[src/rtl/bus_master_arbiter_pkg.sv]
// bus_master_arbiter_pkg: shared FSM state type and channel-index width helper
package bus_master_arbiter_pkg;

    typedef enum logic [2:0] {CPU_OWNED, HOLD, AEN, GRANT, RELEASE} state_t;

    function automatic int index_width(input int n);
        return (n > 1) ? $clog2(n) : 1;
    endfunction

endpackage

[src/rtl/bus_master_priority_select.sv]
// bus_master_priority_select: picks the winning DMA channel from the request vector
//   request : per-channel request bits
//   last    : last granted channel (rotating mode searches from last+1)
//   found   : at least one request present
//   winner  : index of the selected channel
module bus_master_priority_select
    import bus_master_arbiter_pkg::*;
#(
    parameter int CHANNELS = 4,
    parameter bit ROTATE   = 0
) (
    input  logic [CHANNELS-1:0]                 request,
    input  logic [index_width(CHANNELS)-1:0]    last,
    output logic                                found,
    output logic [index_width(CHANNELS)-1:0]    winner
);

    localparam int W = index_width(CHANNELS);

    function automatic int chan(input int i, input int l);
        return ROTATE ? (l + 1 + i) % CHANNELS : i;
    endfunction

    // Scan from the lowest search position last so the earliest candidate wins.
    always_comb begin
        found  = 1'b0;
        winner = '0;
        for (int i = CHANNELS - 1; i >= 0; i--) begin
            if (request[W'(chan(i, int'(last)))]) begin
                found  = 1'b1;
                winner = W'(chan(i, int'(last)));
            end
        end
    end

endmodule

[src/rtl/bus_master_arbiter.sv]
// bus_master_arbiter: hands the system bus between the CPU and a set of DMA channels
//   clock, reset           : sole clock, asynchronous active-high reset
//   processor_status/lock_n: CPU status and LOCK, gate when arbitration may start
//   dma_request/terminal   : per-channel requests, end of transfer
//   dma_address/cpu_address: address sources for the system address mux
//   page_write/select/data : page register write port
//   hold_acknowledge, address_enable_n, dma_wait_n, dma_acknowledge_n, address : bus control outputs
module bus_master_arbiter
    import bus_master_arbiter_pkg::*;
#(
    parameter int CHANNELS     = 4,
    parameter int PAGE_WIDTH   = 4,
    parameter int OFFSET_WIDTH = 16,
    parameter bit ROTATE       = 0
) (
    input  logic                                clock,
    input  logic                                reset,
    input  logic [2:0]                          processor_status,
    input  logic                                processor_lock_n,
    input  logic [CHANNELS-1:0]                 dma_request,
    input  logic                                dma_terminal_count,
    input  logic [OFFSET_WIDTH-1:0]             dma_address,
    input  logic [PAGE_WIDTH+OFFSET_WIDTH-1:0]  cpu_address,
    input  logic                                page_write,
    input  logic [index_width(CHANNELS)-1:0]    page_select,
    input  logic [PAGE_WIDTH-1:0]               page_data,
    output logic                                hold_acknowledge,
    output logic                                address_enable_n,
    output logic                                dma_wait_n,
    output logic [CHANNELS-1:0]                 dma_acknowledge_n,
    output logic [PAGE_WIDTH+OFFSET_WIDTH-1:0]  address
);

    localparam int W = index_width(CHANNELS);

    state_t                 state, state_next;
    logic [W-1:0]           latched, last_granted, winner;
    logic                   found, start;
    logic [PAGE_WIDTH-1:0]  page [CHANNELS];
    logic                   unused_status;

    assign unused_status = processor_status[2];

    bus_master_priority_select #(
        .CHANNELS (CHANNELS),
        .ROTATE   (ROTATE)
    ) u_select (
        .request (dma_request),
        .last    (last_granted),
        .found   (found),
        .winner  (winner)
    );

    // Arbitration only starts on a passive/idle CPU cycle that is not locked.
    assign start = found && processor_status[1:0] == 2'b11 && processor_lock_n;

    always_ff @(posedge clock or posedge reset) begin
        if (reset) begin
            state        <= CPU_OWNED;
            latched      <= '0;
            last_granted <= W'(CHANNELS - 1);
            for (int i = 0; i < CHANNELS; i++)
                page[i] <= '0;
        end else begin
            state <= state_next;
            if (state == CPU_OWNED && start)
                latched <= winner;
            if (state == RELEASE)
                last_granted <= latched;
            if (page_write && int'(page_select) < CHANNELS)
                page[page_select] <= page_data;
        end
    end

    always_comb begin
        state_next        = state;
        dma_acknowledge_n = '1;
        case (state)
            CPU_OWNED: state_next = start ? HOLD : CPU_OWNED;
            HOLD:      state_next = dma_request[latched] ? AEN : CPU_OWNED;
            AEN:       state_next = GRANT;
            GRANT:     state_next = (dma_terminal_count || !dma_request[latched]) ? RELEASE : GRANT;
            default:   state_next = CPU_OWNED;
        endcase
        if (state == GRANT)
            dma_acknowledge_n[latched] = 1'b0;
        hold_acknowledge = state == AEN || state == GRANT;
        dma_wait_n       = !(state == AEN || state == GRANT);
        address_enable_n = state == AEN || state == GRANT || state == RELEASE;
        address          = state == GRANT ? {page[latched], dma_address} :
                           (state == CPU_OWNED || state == HOLD) ? cpu_address : '0;
    end

endmodule
[config.mk]
export PLATFORM = sky130hd
export DESIGN_NAME = bus_master_arbiter
export DESIGN_NICKNAME = d
export VERILOG_FILES = /design/src/rtl/bus_master_arbiter_pkg.sv /design/src/rtl/bus_master_priority_select.sv /design/src/rtl/bus_master_arbiter.sv
export SDC_FILE = /design/constraint.sdc
export NUM_CORES = 1
export LEC_CHECK = 0
export BUFFER_PORTS_ARGS = -buffer_cell sky130_fd_sc_hd__buf_4
export CAP_MARGIN = 25
export CORE_MARGIN = 10
export CORE_UTILIZATION = 38
export DETAILED_ROUTE_END_ITERATION = 8
export PLACE_DENSITY = 0.87
export SLEW_MARGIN = 20
export SYNTH_ARGS = -nofsm -noshare
export SYNTH_HDL_FRONTEND = slang
export SYNTH_SLANG_ARGS = --single-unit
[constraint.sdc]
create_clock -name clock -period 2.7 [get_ports clock]
set_clock_uncertainty 0.1 [all_clocks]
set_input_delay 0.675 -clock clock [delete_from_list [all_inputs] [get_ports clock]]
set_output_delay 0.675 -clock clock [all_outputs]
set_load 0.02 [all_outputs]
==> results.cfg, run 1 <==
[worst_setup_path]
startpoint = state[1]
endpoint = address[0]
start_kind = flip-flop
worstPathCellList = nor2b_4 > and2_4 > a22o_2 > buf_4
path_class = flip-flop to output port
slowest_stage = dfrtp_1
r2r_slack_ns = 1.30
worstPathRequired_ns = 1.92
slowest_delay_ns = 0.42
arrival_ns = 1.50
rr_worst_depth = 3
r2r_start = latched[0]
r2r_end = state[0]
crit_fanout = 18
crit_path_end_kind = output port

[power]
power_w = 0.00144
p_clk_frac = 0.100
p_per_area_nw_per_um2 = 1020
p_sw_w = 0.000645
power_frac_seq = 0.202
p_int_w = 0.000795
leakagePower_nw = 0.751
ir_worst_vdd_mv = 0.525
netSwitchingFraction = 0.448
power_frac_comb = 0.698

[clocking]
cts_resized = 0
clkSinkCount = 12
cts.reportedPaths.clkPinSlew_ns = 0.08
cts_setup_buffers = 0
h-tree-depth = 1
root_buffer = clkbuf_4
hold_buffers = 0
cts_made_buffers = 3
cts_tree = yes
clk_path_buf_depth = 2
worstSkewPairLatency_ns = 0.28

[floorplanning]
core_region_area_um2 = 2020
initial_core_util = 0.410
std_cell_rows = 16
dieHeight_um = 66.7
pin_count = 81
dieArea_um2 = 4450
fp.dieW_um = 66.7

[finish]
fill_cells = 169
drive_above_1_share = 0.645
fin_nets = 210
fin_cells = 182
antennaDiodeCount = 0
register_area_um2 = 300
multi_input_area_um2 = 457
area.growth.synth_to_final_pct = 70.7
fin_util = 0.700

[yosys]
yosysTopAreaCell = dfrtp_1
yosys.area.top_type_share = 0.362
synth_edf_count = 0
yosysUniqueCellTypes = 23
synth-main-ff-cell = dfrtp_1
synth.most_common_cell = dfrtp_1
yosysSeqAreaShare = 0.362
yosysWarnings = 0
ys_seq_elements = 12
syn_avg_cell_area_um2 = 10.4
synth_area_leaders = dfrtp_1 (36%), mux2_2 (11%), a22o_2 (9.7%)
synth_cells = 80
synth_area_um2 = 830
synth_common_cells = dfrtp_1 (12), nand2_1 (9), a22o_1 (8), a22o_2 (8), mux2_2 (8)
synthArstFlopShare = 1.00

[sta]
final.period_utilization = 0.843
setup_viol = 0
slew_headroom = 0.522
max_freq_ghz = 0.439
hold_violations = 0
slew_viol_final = 0
rsz0062_at_grt = no
period_needed_ns = 2.28
tightest_slew_ns = 0.716
fin_tns_setup_ns = 0

[placement]
finalWeightedCongestion = 0.859
dp_hpwl_mm = 2.67
io_buffers = 75
place_inst = 178

[grt]
grt_pass1_vias = 1018
overflow = 0
grt_usage = 0.131
grt_pass1_wl_mm = 4.66
antenna_found_initial = 0
grt_max_degree = 19

[routing]
drtIter0Drc = 31
drtAntennaViolNets = 0
wirelength_mm = 3.13
num_vias = 906
wl_per_cell_um = 17.2
first_pass_iters = 4
via_per_inst = 4.98
drc = 0

[hold_path]
hold_class = input port to async pin

[status]
status = finished, final reports clean

[run]
drv_cap = 0
==> power by group through the flow <==
stage | registers, W | clock network (W) | logic (W)
2_1_floorplan | 0.000263 | 0 | 0.000667
3_3_place_gp | 0.000289 | 0 | 0.000999
3_5_place_dp | 0.000295 | 0 | 0.00102
4_1_cts | 0.000291 | 0.000145 | 0.00102
5_1_grt | 0.000300 | 0.000155 | 0.00108
6_report | 0.000292 | 0.000144 | 0.00100
==> layer usage <==
layer  global-route usage  up-vias  wire length [um]
li1                     -      438                 -
met1                0.127      403              1150
met2                0.222       58              1450
met3               0.0819        7               484
met4               0.0471        0                56
met5                    0        -                 0
==> layout by cell type, fill, tap and decap left out <==
cell      instances
a211oi_1          1
a21o_1            1
a21o_2            1
a22o_1            8
a22o_2            8
and2_4            1
buf_4            77
clkbuf_4          3
clkbuf_8          1
conb_1            2
dfrtp_1          12
inv_1             3
mux2_2            8
mux2i_1           6
nand2_1           9
nand3b_1          1
nand4b_1          1
nor2_1            4
nor2b_4           1
nor3_1            1
nor3b_1           1
o21ai_0           5
==> state kept, by name (all words and copies together), names as in the netlist <==
register,count
latched,1
state,3
page,8
==> cell type report <==
type                    count  share of cell area
clock buffers               4              0.0256
inverters                   3             0.00795
multi-input cells          59               0.322
flip-flops and latches     12               0.212
well taps                  27              0.0239
repair buffers             77               0.408
==> worst min path at each step <==
stage	start	to	slack, ns
final	reset	state[0]	0.30
after global placement	page[10]	page[10]	0.39
after CTS	reset	latched[0]	0.31
after detailed placement	page[11]	page[11]	0.40
after floorplan	page[10]	page[10]	0.38
after global routing	reset	state[0]	0.34
==> kinds of logic (layout without fill, tap and decap cells) <==
group / count (synthesis) / count (layout) / share of synthesized area
AO/OA/AOI/OAI: 24 / 24 / 0.240
multiplexers: 14 / 14 / 0.181
AND/OR/NAND/NOR: 19 / 19 / 0.121
other: 1 / 2 / 0.00452
flip-flops: 12 / 12 / 0.362
buffers and inverters: 10 / 84 / 0.0920
==> worst max-delay path: cells and delay by family (launching register included) <==
kind                   cells  cell delay (ns)
buffers and inverters      1             0.13
AOI/OAI and AO/OA          1             0.17
DFF                        1             0.42
and+or+nand+nor            2             0.50
==> stage by stage <==
| stage | hold slack [ns] | cell area, um2 | setup slack [ns] |
|---|---|---|---|
| after global placement | 0.388 | 1380 | 0.742 |
| after global routing | 0.336 | 1420 | 0.327 |
| after CTS | 0.307 | 1420 | 0.419 |
| after detailed placement | 0.398 | 1380 | 0.700 |
| final | 0.300 | 1420 | 0.423 |
| after floorplan | 0.379 | 833 | 0.645 |
Note: power is estimated with default switching activity, not from simulation.
==> inputs of run 2 (changes only) <==
--- a/config.mk
+++ b/config.mk
@@ -5,12 +5,13 @@
 export SDC_FILE = /design/constraint.sdc
 export NUM_CORES = 1
 export LEC_CHECK = 0
+export ABC_AREA = 1
 export BUFFER_PORTS_ARGS = -buffer_cell sky130_fd_sc_hd__buf_4
 export CAP_MARGIN = 25
 export CORE_MARGIN = 10
-export CORE_UTILIZATION = 38
+export CORE_UTILIZATION = 36
 export DETAILED_ROUTE_END_ITERATION = 8
-export PLACE_DENSITY = 0.87
+export PLACE_DENSITY = 0.82
 export SLEW_MARGIN = 20
 export SYNTH_ARGS = -nofsm -noshare
 export SYNTH_HDL_FRONTEND = slang
==> constraint.sdc (replaced) <==
create_clock -name clock -period 2.1 [get_ports clock]
set_clock_uncertainty 0.1 [all_clocks]
set_input_delay 0.525 -clock clock [delete_from_list [all_inputs] [get_ports clock]]
set_output_delay 0.525 -clock clock [all_outputs]
set_load 0.02 [all_outputs]
==> results.cfg, run 2 <==
[yosys]
yosysSeqAreaShare = 0.345
yosysWarnings = 0
yosysTopAreaCell = nand2_1
yosys.area.top_type_share = 0.401
ys_seq_elements = 12
synth-main-ff-cell = dfrtp_1
synth_area_leaders = nand2_1 (40%), dfrtp_1 (34%), inv_1 (5.6%)
synth_cells = 149
synth_common_cells = nand2_1 (93), inv_1 (13), dfrtp_1 (12)
syn_avg_cell_area_um2 = 5.84
synth_area_um2 = 871
synth_edf_count = 0
synth.most_common_cell = nand2_1
synthArstFlopShare = 1.00
yosysUniqueCellTypes = 13

[routing]
wl_per_cell_um = 11.7
drtAntennaViolNets = 0
via_per_inst = 4.36
drc = 0
first_pass_iters = 4
wirelength_mm = 2.96
num_vias = 1102
drtIter0Drc = 33

[run]
drv_cap = 0

[floorplanning]
initial_core_util = 0.386
core_region_area_um2 = 2250
pin_count = 81
std_cell_rows = 17
dieHeight_um = 69.2
fp.dieW_um = 69.2
dieArea_um2 = 4790

[placement]
io_buffers = 75
dp_hpwl_mm = 2.49
placed_cell_area_um2 = 1460
finalWeightedCongestion = 0.713

[finish]
register_area_um2 = 302
final_common_cell = nand2_1
fin_util = 0.667
most-common-layout-cells = nand2_1 (93), buf_4 (76), inv_1 (13)
fin_nets = 280
reg_top3 = page (8), state (3), latched (1)
fin_area_um2 = 1500
fill_cells = 220
largest_register = page
area.growth.synth_to_final_pct = 72.7
multi_input_area_um2 = 480
drive_above_1_share = 0.373
antennaDiodeCount = 0
largest_register_ffs = 8

[clocking]
cts.reportedPaths.clkPinSlew_ns = 0.07
root_buffer = clkbuf_4
clkSinkCount = 12
cts_tree = yes
clk_path_buf_depth = 2
h-tree-depth = 1
hold_buffers = 0
cts_made_buffers = 3
worstSkewPairLatency_ns = 0.28

[sta]
setup_viol = 0
slew_viol_final = 0
hold_violations = 0
rsz0062_at_grt = no
final.period_utilization = 0.945
fin_tns_setup_ns = 0
max_freq_ghz = 0.504
period_needed_ns = 1.98

[worst_setup_path]
rr_worst_depth = 5
r2r_start = state[2]
path_class = flip-flop to output port
r2r_slack_ns = 0.86
start_kind = flip-flop
crit_fanout = 22
crit_path_end_kind = output port
r2r_end = latched[0]
arrival_ns = 1.36
worstPathRequired_ns = 1.47

[power]
leakagePower_nw = 0.917
ir_worst_vdd_mv = 0.705
p_per_area_nw_per_um2 = 1020

[status]
status = finished, final reports clean

[grt]
grt_pass1_wl_mm = 4.79
antenna_found_initial = 0
grt_usage = 0.116
overflow = 0
grt_pass1_vias = 1063
grt_max_degree = 23

[hold_path]
hold_class = input port to async pin
run 2: changes by cell type after synthesis, moves of 2 or more:
cell      delta
a22o_1       -8
a22o_2       -8
buf_2        +3
clkbuf_1     -2
inv_1       +10
mux2_2       -8
mux2i_1      -6
nand2_1     +84
nand3_1      +5
o21ai_0      +3
run 2: layout make-up:
cell class,count,share of cell area
Timing Repair Buffer,78,0.400
Multi-Input combinational cell,118,0.319
Sequential cell,12,0.200
Inverter,13,0.0324
Clock buffer,4,0.0241
Tap cell,28,0.0233
run 2: how the worst max path moves through the flow:
stage	startpoint	end	slack, ns	cells after the start
floorplan	state[2]	address_enable_n	0.27	3
global placement	state[2]	address[3]	0.38	5
detailed placement	state[2]	address[1]	0.37	5
CTS	state[2]	address[1]	0.06	5
global route	state[0]	address[8]	0.01	6
finish	state[2]	address[18]	0.12	5
run 2: worst max-delay path, stage by stage (launching register included):
cell	delay, ns
dfrtp_2	0.45
nor2_1	0.14
buf_6	0.21
nand2_1	0.07
nand2_1	0.07
buf_4	0.14
run 2: power breakdown:
part / internal (W) / switching (W)
Clock: 0.000106 / 0.0000782
Combinational: 0.000429 / 0.000575
Sequential: 0.000287 / 0.0000555
Total: 0.000822 / 0.000708
run 2: metal layers:
metal	vias up	GRT usage	wire length (um)
met2	44	0.203	1480
met4	0	0.0399	43
met1	458	0.128	1230
met3	5	0.0385	209
met5	-	0	0
li1	595	-	-
run 2: per-stage QoR:
step / hold slack, ns / total power, W / cells / setup slack [ns]
floorplan: 0.290 / 0.000937 / 150 / 0.269
global placement: 0.367 / 0.00134 / 248 / 0.381
detailed placement: 0.373 / 0.00135 / 248 / 0.372
CTS: 0.155 / 0.00154 / 252 / 0.0564
global route: 0.182 / 0.00166 / 253 / 0.0135
finish: 0.140 / 0.00153 / 253 / 0.116
run 2: kinds of logic after synthesis:
group / count (synthesis) / synth area share
flip-flops: 12 / 0.345
other: 1 / 0.00431
AND/OR/NAND/NOR: 107 / 0.488
buffers and inverters: 20 / 0.108
AO/OA/AOI/OAI: 9 / 0.0546
run 2: timing repair:
| item | in CTS | in global routing |
|---|---|---|
| setup buffers | 0 | 1 |
| resized for setup | 0 | 2 |
| endpoints found under the setup margin | 0 | 13 |
